[src/rtl/div_ctrl_pkg.sv]
// Shared types and constants for the multi-cycle divide sequencer.
package div_ctrl_pkg;

    localparam int DIV_DATA_W = 32;

    typedef enum logic [1:0] {
        DIV_FREE   = 2'b00,
        DIV_BYZERO = 2'b01,
        DIV_ON     = 2'b10,
        DIV_END    = 2'b11
    } div_state_e;

    localparam logic DIV_RESULT_READY     = 1'b1;
    localparam logic DIV_RESULT_NOT_READY = 1'b0;
    localparam logic DIV_START            = 1'b1;
    localparam logic DIV_STOP             = 1'b0;

    typedef logic [2*DIV_DATA_W-1:0] double_reg_t;

    localparam logic [7:0] EXE_DIV_OP  = 8'b0001_1010;
    localparam logic [7:0] EXE_DIVU_OP = 8'b0001_1011;

endpackage

[src/rtl/div_ctrl_if.sv]
// EX-stage <-> divider handshake: request/operands in, result/ready/stall out.
interface div_if #(
    parameter int DATA_W = 32
);
    import div_ctrl_pkg::*;

    logic                  start_i;
    logic                  annul_i;
    logic                  signed_div_i;
    logic [DATA_W-1:0]     opdata1_i;
    logic [DATA_W-1:0]     opdata2_i;
    logic [2*DATA_W-1:0]   result_o;
    logic                  ready_o;
    logic                  stallreq_o;

    modport master (
        output start_i, annul_i, signed_div_i, opdata1_i, opdata2_i,
        input  result_o, ready_o, stallreq_o
    );

    modport slave (
        input  start_i, annul_i, signed_div_i, opdata1_i, opdata2_i,
        output result_o, ready_o, stallreq_o
    );
endinterface

[src/rtl/div_ctrl_step.sv]
// One restoring-division iteration on the packed {rem,quo} register.
module div_step
    import div_ctrl_pkg::*;
#(
    parameter int DATA_W = 32
) (
    input  logic [2*DATA_W-1:0] dq_i,
    input  logic [DATA_W-1:0]   divisor_i,
    output logic [2*DATA_W-1:0] dq_o
);
    logic [DATA_W:0] minuend;
    logic [DATA_W:0] trial;

    // The bit shifted out of rem is kept as the minuend MSB so divisors
    // above 2^(DATA_W-1) still compare correctly; the top bit of trial is the borrow.
    assign minuend = dq_i[2*DATA_W-1:DATA_W-1];
    assign trial   = minuend - {1'b0, divisor_i};

    always_comb begin
        if (!trial[DATA_W]) begin
            dq_o = {trial[DATA_W-1:0], dq_i[DATA_W-2:0], 1'b1};
        end else begin
            dq_o = {dq_i[2*DATA_W-2:0], 1'b0};
        end
    end
endmodule

[src/rtl/div_ctrl.sv]
// Divide sequencer for DIV/DIVU: one quotient bit per cycle, sign fix-up at the end,
// result held until EX drops start_i.
module div_ctrl
    import div_ctrl_pkg::*;
#(
    parameter int DATA_W = 32
) (
    input  logic   clk,
    input  logic   rst,
    div_if.slave   bus
);
    localparam int                CNT_W   = $clog2(DATA_W) + 1;
    localparam logic [CNT_W-1:0]  CNT_MAX = CNT_W'(DATA_W);

    div_state_e            state_q, state_d;
    logic [CNT_W-1:0]      cnt_q, cnt_d;
    logic [2*DATA_W-1:0]   dq_q, dq_d;
    logic [DATA_W-1:0]     dvs_q, dvs_d;
    logic                  neg_a_q, neg_a_d;
    logic                  neg_b_q, neg_b_d;
    logic [2*DATA_W-1:0]   result_q, result_d;
    logic                  ready_q, ready_d;

    logic [2*DATA_W-1:0]   dq_step;
    logic                  neg_a_in, neg_b_in;
    logic [DATA_W-1:0]     opa_mag, opb_mag;
    logic [DATA_W-1:0]     quo_raw, rem_raw, quo_fix, rem_fix;

    div_step #(.DATA_W(DATA_W)) u_step (
        .dq_i      (dq_q),
        .divisor_i (dvs_q),
        .dq_o      (dq_step)
    );

    assign neg_a_in = bus.signed_div_i & bus.opdata1_i[DATA_W-1];
    assign neg_b_in = bus.signed_div_i & bus.opdata2_i[DATA_W-1];
    assign opa_mag  = neg_a_in ? -bus.opdata1_i : bus.opdata1_i;
    assign opb_mag  = neg_b_in ? -bus.opdata2_i : bus.opdata2_i;

    // Quotient is negative when signs differ; remainder follows the dividend.
    assign quo_raw = dq_q[DATA_W-1:0];
    assign rem_raw = dq_q[2*DATA_W-1:DATA_W];
    assign quo_fix = (neg_a_q ^ neg_b_q) ? -quo_raw : quo_raw;
    assign rem_fix = neg_a_q ? -rem_raw : rem_raw;

    always_comb begin
        state_d  = state_q;
        cnt_d    = cnt_q;
        dq_d     = dq_q;
        dvs_d    = dvs_q;
        neg_a_d  = neg_a_q;
        neg_b_d  = neg_b_q;
        result_d = result_q;
        ready_d  = ready_q;
        unique case (state_q)
            DIV_FREE: begin
                ready_d  = DIV_RESULT_NOT_READY;
                result_d = '0;
                if (bus.start_i && !bus.annul_i) begin
                    if (bus.opdata2_i == '0) begin
                        state_d = DIV_BYZERO;
                    end else begin
                        state_d = DIV_ON;
                        cnt_d   = '0;
                        dq_d    = {{DATA_W{1'b0}}, opa_mag};
                        dvs_d   = opb_mag;
                        neg_a_d = neg_a_in;
                        neg_b_d = neg_b_in;
                    end
                end
            end
            DIV_BYZERO: begin
                state_d  = DIV_END;
                result_d = '0;
                ready_d  = DIV_RESULT_READY;
            end
            DIV_ON: begin
                if (bus.annul_i) begin
                    state_d  = DIV_FREE;
                    ready_d  = DIV_RESULT_NOT_READY;
                    result_d = '0;
                end else if (cnt_q != CNT_MAX) begin
                    dq_d  = dq_step;
                    cnt_d = cnt_q + CNT_W'(1);
                end else begin
                    state_d  = DIV_END;
                    result_d = {rem_fix, quo_fix};
                    ready_d  = DIV_RESULT_READY;
                end
            end
            DIV_END: begin
                if (!bus.start_i || bus.annul_i) begin
                    state_d  = DIV_FREE;
                    ready_d  = DIV_RESULT_NOT_READY;
                    result_d = '0;
                end
            end
            default: state_d = DIV_FREE;
        endcase
    end

    always_ff @(posedge clk) begin
        if (!rst) begin
            state_q  <= DIV_FREE;
            cnt_q    <= '0;
            dq_q     <= '0;
            dvs_q    <= '0;
            neg_a_q  <= 1'b0;
            neg_b_q  <= 1'b0;
            result_q <= '0;
            ready_q  <= DIV_RESULT_NOT_READY;
        end else begin
            state_q  <= state_d;
            cnt_q    <= cnt_d;
            dq_q     <= dq_d;
            dvs_q    <= dvs_d;
            neg_a_q  <= neg_a_d;
            neg_b_q  <= neg_b_d;
            result_q <= result_d;
            ready_q  <= ready_d;
        end
    end

    assign bus.result_o   = result_q;
    assign bus.ready_o    = ready_q;
    assign bus.stallreq_o = bus.start_i & ~ready_q & ~bus.annul_i;
endmodule
[src/flat_wrapper.sv]
// flat-port wrapper written by rule: the top's interface ports become plain ports
module div_ctrl_flat import div_ctrl_pkg::*;
#(
    parameter int DATA_W = 32
)
  (clk, rst, bus_start_i, bus_annul_i, bus_signed_div_i, bus_opdata1_i, bus_opdata2_i, bus_result_o, bus_ready_o, bus_stallreq_o);
  div_if #(.DATA_W(DATA_W)) bus_i ();
  input  logic clk;
  input  logic rst;
  input wire logic [$bits(bus_i.start_i)-1:0] bus_start_i;
  input wire logic [$bits(bus_i.annul_i)-1:0] bus_annul_i;
  input wire logic [$bits(bus_i.signed_div_i)-1:0] bus_signed_div_i;
  input wire logic [$bits(bus_i.opdata1_i)-1:0] bus_opdata1_i;
  input wire logic [$bits(bus_i.opdata2_i)-1:0] bus_opdata2_i;
  output wire logic [$bits(bus_i.result_o)-1:0] bus_result_o;
  output wire logic [$bits(bus_i.ready_o)-1:0] bus_ready_o;
  output wire logic [$bits(bus_i.stallreq_o)-1:0] bus_stallreq_o;
  assign bus_i.start_i = bus_start_i;
  assign bus_i.annul_i = bus_annul_i;
  assign bus_i.signed_div_i = bus_signed_div_i;
  assign bus_i.opdata1_i = bus_opdata1_i;
  assign bus_i.opdata2_i = bus_opdata2_i;
  assign bus_result_o = bus_i.result_o;
  assign bus_ready_o = bus_i.ready_o;
  assign bus_stallreq_o = bus_i.stallreq_o;
  div_ctrl #(.DATA_W(DATA_W)) u_core (.clk(clk), .rst(rst), .bus(bus_i));
endmodule
[config.mk]
export PLATFORM = sky130hd
export DESIGN_NAME = div_ctrl_flat
export DESIGN_NICKNAME = d
export VERILOG_FILES = /design/src/rtl/div_ctrl_pkg.sv /design/src/rtl/div_ctrl_if.sv /design/src/rtl/div_ctrl_step.sv /design/src/rtl/div_ctrl.sv /design/src/flat_wrapper.sv
export SDC_FILE = /design/constraint.sdc
export NUM_CORES = 1
export LEC_CHECK = 0
export CAP_MARGIN = 10
export CORE_ASPECT_RATIO = 0.8
export CORE_UTILIZATION = 43
export DETAILED_ROUTE_END_ITERATION = 10
export DONT_BUFFER_PORTS = 1
export GPL_ROUTABILITY_DRIVEN = 0
export RECOVER_POWER = 25
export SLEW_MARGIN = 20
export SYNTH_ARGS = -nofsm -noshare
export SYNTH_HDL_FRONTEND = slang
export SYNTH_SLANG_ARGS = --single-unit
export TNS_END_PERCENT = 30
[constraint.sdc]
create_clock -name clk -period 6 [get_ports clk]
set_input_delay 1.2 -clock clk [delete_from_list [all_inputs] [get_ports clk]]
set_output_delay 1.2 -clock clk [all_outputs]
set_load 0.02 [all_outputs]
* After elaboration in Yosys (flattened, before gate mapping)
Cells that the tools add are included.
** Operators by class
- $add $sub $neg :: 6
- Equal/unequal tests :: 10
- Bitwise operators :: 8
- Reduce and logical (&&, ||, !) cells :: 12
- Mux-type cells :: 29
** Operators by type and width (number)
- $mux 64 :: 8
- $pmux 64 s3 :: 1
- $mux 32 :: 4
- $neg 32->32 :: 4
- $pmux 64 s2 :: 1
- $sub 33x32->33 :: 1
- $logic_not 32->1 :: 1
- $mux 6 :: 4
- $pmux 6 s2 :: 1
- $mux 2 :: 5
- $pmux 2 s4 :: 1
- $add 6x1->6 const B :: 1
- $ne 2x1->1 const B :: 3
- $ne 6x6->1 const B :: 1
- $reduce_and 3->1 :: 2
- $reduce_and 5->1 :: 1
- $and 1x1->1 :: 4
- $eq 2x2->1 const B :: 2
- $ne 2x2->1 const B :: 2
- $pmux 1 s4 :: 1
- $mux 1 :: 3
- $ne 3x3->1 const B :: 1
- $not 1->1 :: 3
- $eq 2x1->1 const B :: 1
- other kinds (8) :: 9
** Storage, ports and cells
- Logic and storage cells :: 73
- Input bits :: 69
- Register bits after elaboration :: 171
- Output and inout bits :: 66

* Depth between registers and ports, before layout
- Word-level depth :: 5
- Depth in mapped cells :: 13
- Gate-level depth less buffers :: 11

* Cells and area by module
From an unflattened synthesis, not the netlist that was laid out.
** Unflattened totals
- Cells, all modules :: 1494
- Area, all modules :: 11955.2 µm²
** Modules (own cells, without submodules)
- div_ctrl :: area an instance 9364.0 µm², seq. area each 3423.3 µm², cells each 1158, times used 1
- div_step :: area an instance 2591.2 µm², seq. area each 0.0 µm², cells each 336, times used 1

* Worst setup path after synthesis
OpenSTA, ideal clock, no wires.
- Kind :: input port to flip-flop
- Start :: input port bus_opdata2_i[14]
- End :: register u_core.dq_q[62]
- Data required time :: 5886 ps
- Stages :: 9
- Data arrival time :: 3352 ps
- Setup slack :: 2534 ps
- Path buffers :: 1
- Path through :: or4_4 nor4_2 nor4b_4 nor3b_4 a21o_1 nor3_1 buf_2 a32o_1 a21o_1
** Between the ends
- Word-level cells in the longest chain between the ends :: 3
** Ends and longest elaborated chain
- from (decl) :: line flat_wrapper.sv:14 : input wire logic [$bits(bus_i.opdata2_i)-1:0] bus_opdata2_i;
- $logic_not 32->1 :: line div_ctrl.sv:60 : if (bus.opdata2_i == '0) begin
- $ne 2x2->1 (no line)
- $reduce_and 5->1 (no line)
- to (signal assigned) :: line div_ctrl.sv:115 : dq_q <= dq_d;
- to (decl) :: line div_ctrl.sv:17 : logic [2*DATA_W-1:0] dq_q, dq_d;
Every way passes these cells.
A chain may end at the register's enable or synchronous reset.

* Final worst setup path
- Start :: register u_core.dq_q[31]
- End :: register u_core.dq_q[40]
** Between the ends
- Word-level cells in the longest chain between the ends :: 5
** Ends and longest elaborated chain
- $sub 33x32->33 :: line div_ctrl_step.sv:17 : assign trial = minuend - {1'b0, divisor_i};
- $mux 64 :: line div_ctrl_step.sv:20 : if (!trial[DATA_W]) begin
- $mux 64 :: line div_ctrl.sv:82 : end else if (cnt_q != CNT_MAX) begin
- $mux 64 :: line div_ctrl.sv:78 : if (bus.annul_i) begin
- $pmux 64 s2 :: line div_ctrl.sv:55 : unique case (state_q)
Every way passes these cells. The select of a mux whose other input is x is not followed.

==> key figures <==
Worst setup path
  – Critical path buffer and inverter count: 2
  – Critical Path RT: 6.29 ns
  – Worst Path Arrival: between 4 and 5 ns
  – Nature of the critical path startpoint: flop
  – Cell-by-cell trace of the critical path: inv_1 -> ha_1 -> fa_1 -> nand2b_1 -> a21o_1 -> a211o_1 -> a21oi_1 -> or4_1 -> and4_1 -> buf_4 -> mux2i_1 -> o21ai_0
  – Family with the most delay on the worst path: simple AND/OR/NAND/NOR gates
  – Crit-path max FO: 18
  – Critical path start-end classification: flop to flop
  – Worst Setup End Kind: flop
  – Library cell contributing the largest single delay on the critical path: and4_1
  – Critical path's largest stage delay: 0.84 ns

Yosys
  – Total nets after synthesis: ~1600
  – Mean instance size in the synthesized netlist: approximately 7.7 um2
  – Warnings from Yosys: 0
  – #FFs+latches synth: approximately 170
  – Number of distinct library cells after synthesis: 76
  – Gate count after technology mapping: 1447
  – Synth Flop Type: dfxtp_1
  – Number of enable flip-flop cells after synthesis: 0
  – Post-synthesis cell area: ~11000 um2
  – Register area share after synthesis: 0.309
  – Asr flop ratio synth: 0

Drt
  – Number of violations reported at the end of detailed-routing iteration 0: 860
  – Via total after detailed routing: roughly 10000
  – DRC violation count after routing: 0
  – Wire length after detailed routing: ~32 mm
  – Average wire per standard cell: 18.6 um
  – Via count normalized by instance count: about 6
  – First-pass iteration count of the detailed router: 5
  – Remaining number of nets flagged by the antenna check after routing: 0

Global routing
  – M1 GR Usage: 0.385
  – Most utilized layer in the global route result: met1
  – Met3 track demand over resource in global routing: 0.0518
  – GRT Total Usage: 0.246
  – First-pass GRT wire length: about 52 mm
  – Largest net degree at the start of global routing: 106
  – Number of antenna violations at the first check in global routing: 0
  – Vias in the first global route: a little over 9000
  – Residual overflow from global routing: 0
  – Routing usage on met2: 0.336

Cells and area
  – Diodes inserted: 0
  – Net count reported at finish: around 1500
  – Layout cell share with drive strength beyond 1: 0.0558
  – Sequential cell area: 3420 um2
  – Layout area overhead: 7.15%
  – Fill cells: 2527
  – Area taken by multi-input logic gates: just over 7000 um2

STA
  – Setup repair after global routing missed its margin: false
  – Final Max Slew Viols: 0
  – Total setup violations reported at the end of the flow: 0
  – Total negative setup slack: 0 ns
  – Period utilisation layout: 0.691
  – Worst Tran Pin Value: 1.10 ns
  – Max Clk Rate: approximately 240 MHz
  – Final critical delay including setup and external delays: approximately 4.1 ns
  – Layout Skew: between 0.008 and 0.009 ns
  – Hold Fails Final Rpt: 0
  – Worst hold slack: between 0.4 and 0.5 ns
  – Relative max-transition margin: 0.267

CTS
  – Clk sink count: 171
  – Clock-pin slew on the worst setup and hold paths: 0.07 ns
  – TritonCTS Buffers: 17
  – Number of buffers on the longest clock path: 2
  – Post-CTS Hold Buffers: 0
  – Max H-tree Level: 4
  – Setup Buffers After CTS: 0
  – CTS tree: yes
  – Cell at the root of the clock tree: clkbuf_16
  – Worst-skew pair later-pin latency: about 0.45 ns
  – Cells resized by post-CTS repair: 0

Die
  – Horizontal extent of the die: around 180 um
  – Overall die height: around 150 um
  – I/O pin cnt: about 140
  – Area of the core: ~25000 um2
  – Effective utilization at floorplan: 0.438
  – Std cell rows: 52
  – Total Die Area: between 20000 and 30000 um2

Status
  – Run status: complete, no violations

Placement
  – IO Port Bufs: 0
  – DP HPWL: between 20 and 25 mm

Power
  – Maximum VDD drop: 0.276 mV
  – Leakage power of the design: approximately 4.5 nW
  – Power per cell area: 333 nW/um2

Run
  – Maximum Capacitance Violations: 0

Min path
  – Hold crit path type: flop to flop
[state kept, by name (all words and copies together), names as in the netlist]
name	cells
u_core.dvs_q	32
u_core.state_q	2
u_core.bus.ready_o	1
u_core.neg_a_q	1
u_core.dq_q	64
u_core.cnt_q	6
u_core.bus.result_o	64
u_core.neg_b_q	1
[Yosys cell counts (all sizes together), types with 6 or more instances]
cell | count | area, um2
a211oi | 30 | 225
a21o | 22 | 165
a21oi | 116 | 581
a22oi | 22 | 165
a31oi | 15 | 93.8
and2 | 8 | 50.1
and3 | 7 | 43.8
and4 | 6 | 52.6
buf | 21 | 123
clkbuf | 58 | 219
dfxtp | 171 | 3420
ha | 42 | 526
inv | 61 | 229
mux2i | 24 | 240
nand2 | 166 | 623
nand2b | 11 | 68.8
nand3 | 30 | 150
nand4 | 11 | 68.8
nor2 | 164 | 618
nor2b | 7 | 43.8
nor3 | 49 | 250
nor4 | 14 | 100
o211ai | 20 | 150
o21ai | 105 | 529
o21bai | 6 | 45.0
o31ai | 23 | 173
o41ai | 14 | 138
or3 | 9 | 56.3
or4 | 13 | 113
xnor2 | 64 | 561
xor2 | 76 | 666
[worst register-to-register path, stage by stage (launching register included)]
cell,delay (ns)
dfxtp_1,0.34
inv_1,0.10
ha_1,0.26
fa_1,0.39
nand2b_1,0.20
a21o_1,0.22
a211o_1,0.33
a21oi_1,0.36
or4_1,0.19
and4_1,0.84
buf_4,0.43
mux2i_1,0.24
o21ai_0,0.09
[stage by stage]
step	instances	setup slack (ns)	cell area, um2	power, mW	utilization
after floorplan	1447	2.53	11100	2.47	-
after global placement	1708	1.62	11300	2.80	0.445
after detailed placement	1708	1.54	11300	2.81	0.445
after CTS	1740	1.88	11900	3.94	0.469
after global routing	1740	1.55	11900	4.18	0.469
final	1740	1.86	11900	3.95	0.469
[cell type report]
type	instances	area share
multi-input cells	1136	0.598
flip-flops and latches	171	0.288
clock buffers	18	0.0362
well taps	324	0.0342
inverters	61	0.0194
clock inverters	14	0.0137
repair buffers	16	0.0104
[where the power goes]
part           total [mW]  internal [mW]  leakage [nW]  switching, mW
Clock                1.13          0.622         0.282          0.512
Sequential           1.36           1.24          1.39          0.119
Combinational        1.46          0.528          2.80          0.931
[layer usage]
metal | part of all wire | up-vias | wire (um)
li1 | - | 5067 | -
met1 | 0.52 | 4808 | 16700
met2 | 0.40 | 356 | 12900
met3 | 0.077 | 22 | 2490
met4 | 0.010 | 0 | 323
met5 | 0 | - | 0
[path summary, 6_finish.rpt]
| check | end | from | cells past startpoint | slack (ns) |
|---|---|---|---|---|
| worst max-delay path | u_core.dq_q[40] | u_core.dq_q[31] | 12 | 1.86 |
| worst min register to register | u_core.dvs_q[11] | u_core.dvs_q[11] | 2 | 0.45 |
| worst max register to register | u_core.dq_q[40] | u_core.dq_q[31] | 12 | 1.86 |
| worst min-delay path | u_core.dvs_q[11] | u_core.dvs_q[11] | 2 | 0.45 |
[logic make-up (layout without fill, tap and decap cells)]
family / count (synthesis) / in the layout / share of synthesized area
compound gates: 415 / 415 / 0.239
xor+xnor: 140 / 140 / 0.111
fa+ha+maj: 43 / 43 / 0.0493
buf+inv: 140 / 109 / 0.0515
flops: 171 / 171 / 0.309
mux: 26 / 26 / 0.0241
simple gates: 512 / 512 / 0.216
[cells in the final DEF, fill, tap and decap left out, types with 42 or more instances in the layout]
master,Yosys,final
nor2_1,163,163
a21oi_1,116,115
dfxtp_1,171,171
ha_1,42,42
o21ai_0,101,101
nor3_1,48,48
inv_1,60,60
nand2_1,166,166
xor2_1,76,76
xnor2_1,64,64
No activity file was read; power rests on OpenSTA's default activity.
==> RTL change, RTL diff (same flow settings) <==
Reset style: asynchronous (`rst`), changed in one clocked block.
--- a/src/rtl/div_ctrl.sv
+++ b/src/rtl/div_ctrl.sv
@@ -100,5 +100,5 @@
     end
 
-    always_ff @(posedge clk) begin
+    always_ff @(posedge clk or negedge rst) begin
         if (!rst) begin
             state_q  <= DIV_FREE;
Check against the original RTL: differs if rst is asserted again (counterexample within 4 cycles, from zero or initial values and one cycle with rst low); with rst held inactive, the same outputs for 10 cycles.
==> RTL change against the unedited design <==
Power grew 30%. Via count decreased by 3.1%. Setup slack improved by 0.22 ns. Sequential cell count stayed put. Synthesized cell count fell by 2.8%. Fmax increased by 5.6%. Routed wire length fell by 4.4%. Critical path depth increased by 1. Largest power group unchanged. Cell area up 4.9%. Highest routed layer unchanged. Area after synthesis up 5.3%.
==> RTL change: results (changes against the unedited design) <==
status=finished clean; slowest CP cell=a211oi_1; xor-xnor portion of the synthesized cell area=0.108 (-0.00254); Fillers=2563 (+1.4%); FF-to-FF path depth=13 (+1); ranking of synthesized cells by area=dfrtp_1 (37%), xor2_1 (6.8%), nand2_1 (6.7%), o21ai_0 (6.6%), ha_1 (4.5%); Worst VDD drop=0.227 mV (-18%); DR vias/cell=5.77 (-2.1%); largest net degree at the start of global routing=172 (+62%); flop-to-flop setup slack=2.08 ns (+0.22 ns); max incr delay on CP=0.45 ns (-0.39 ns); WL met1=15300 um (-8.4%); worst-skew pair later-pin latency=0.43 ns (-0.02 ns); post-synthesis mux area share=0.0112 (-0.0129); top post-synthesis cells by count=nand2_1 (208), dfrtp_1 (171), o21ai_0 (153), a21oi_1 (98), xor2_1 (90); Synth Area in Adders=0.0468 (-0.00247); met3 routed wirelength=1730 um (-30%); vias in the first global route=9098 (-2.1%); Starting DRT DRC Count=586 (-32%); Post-synth ARST share=1.00 (+1.00); sequential area share after synthesis=0.367 (+0.0579); Slew headroom=0.349 (+0.0825); DP HPWL=22300 um (-7.1%); worst hold path type=in -> async; Clock Skew=0.00780 ns (-0.000971 ns); P_leak=0.00544 uW (+22%); ys flop type=dfrtp_1; GR Util All Layers=0.226 (-0.0194); worst hold slack=0.465 ns (+0.0105 ns); Worst Path Max Fanout=36 (+18); synth unique cells=69 (-9.2%); Avg WL per Cell=18.0 um (-3.3%); Syn Nets=1518 (-2.6%)
RTL change: cell type report:
cell class,count,area [um2],area share
multi-input combinational,1091,6820,0.548
tap,357,447,0.0359
sequential,171,4280,0.344
clock inverter,12,138,0.0111
inverter,58,218,0.0175
clock buffer,20,457,0.0367
timing repair buffer,12,90.1,0.00724
RTL change: through the flow:
stage / setup slack (ns) / area, um2 / cells
final: 2.08 / 12400 / 1721
after global placement: 1.76 / 11900 / 1689
after global routing: 1.86 / 12400 / 1721
after CTS: 2.07 / 12400 / 1721
after detailed placement: 1.68 / 11900 / 1689
after floorplan: 2.60 / 11700 / 1406
RTL change: critical path, delay by kind of cell, from the launching register on:
kind	cells	cell delay [ns]
AOI/OAI and AO/OA	5	1.60
DFF	1	0.41
and+or+nand+nor	3	0.56
buffers and inverters	3	0.59
adders and majority gates	2	0.61
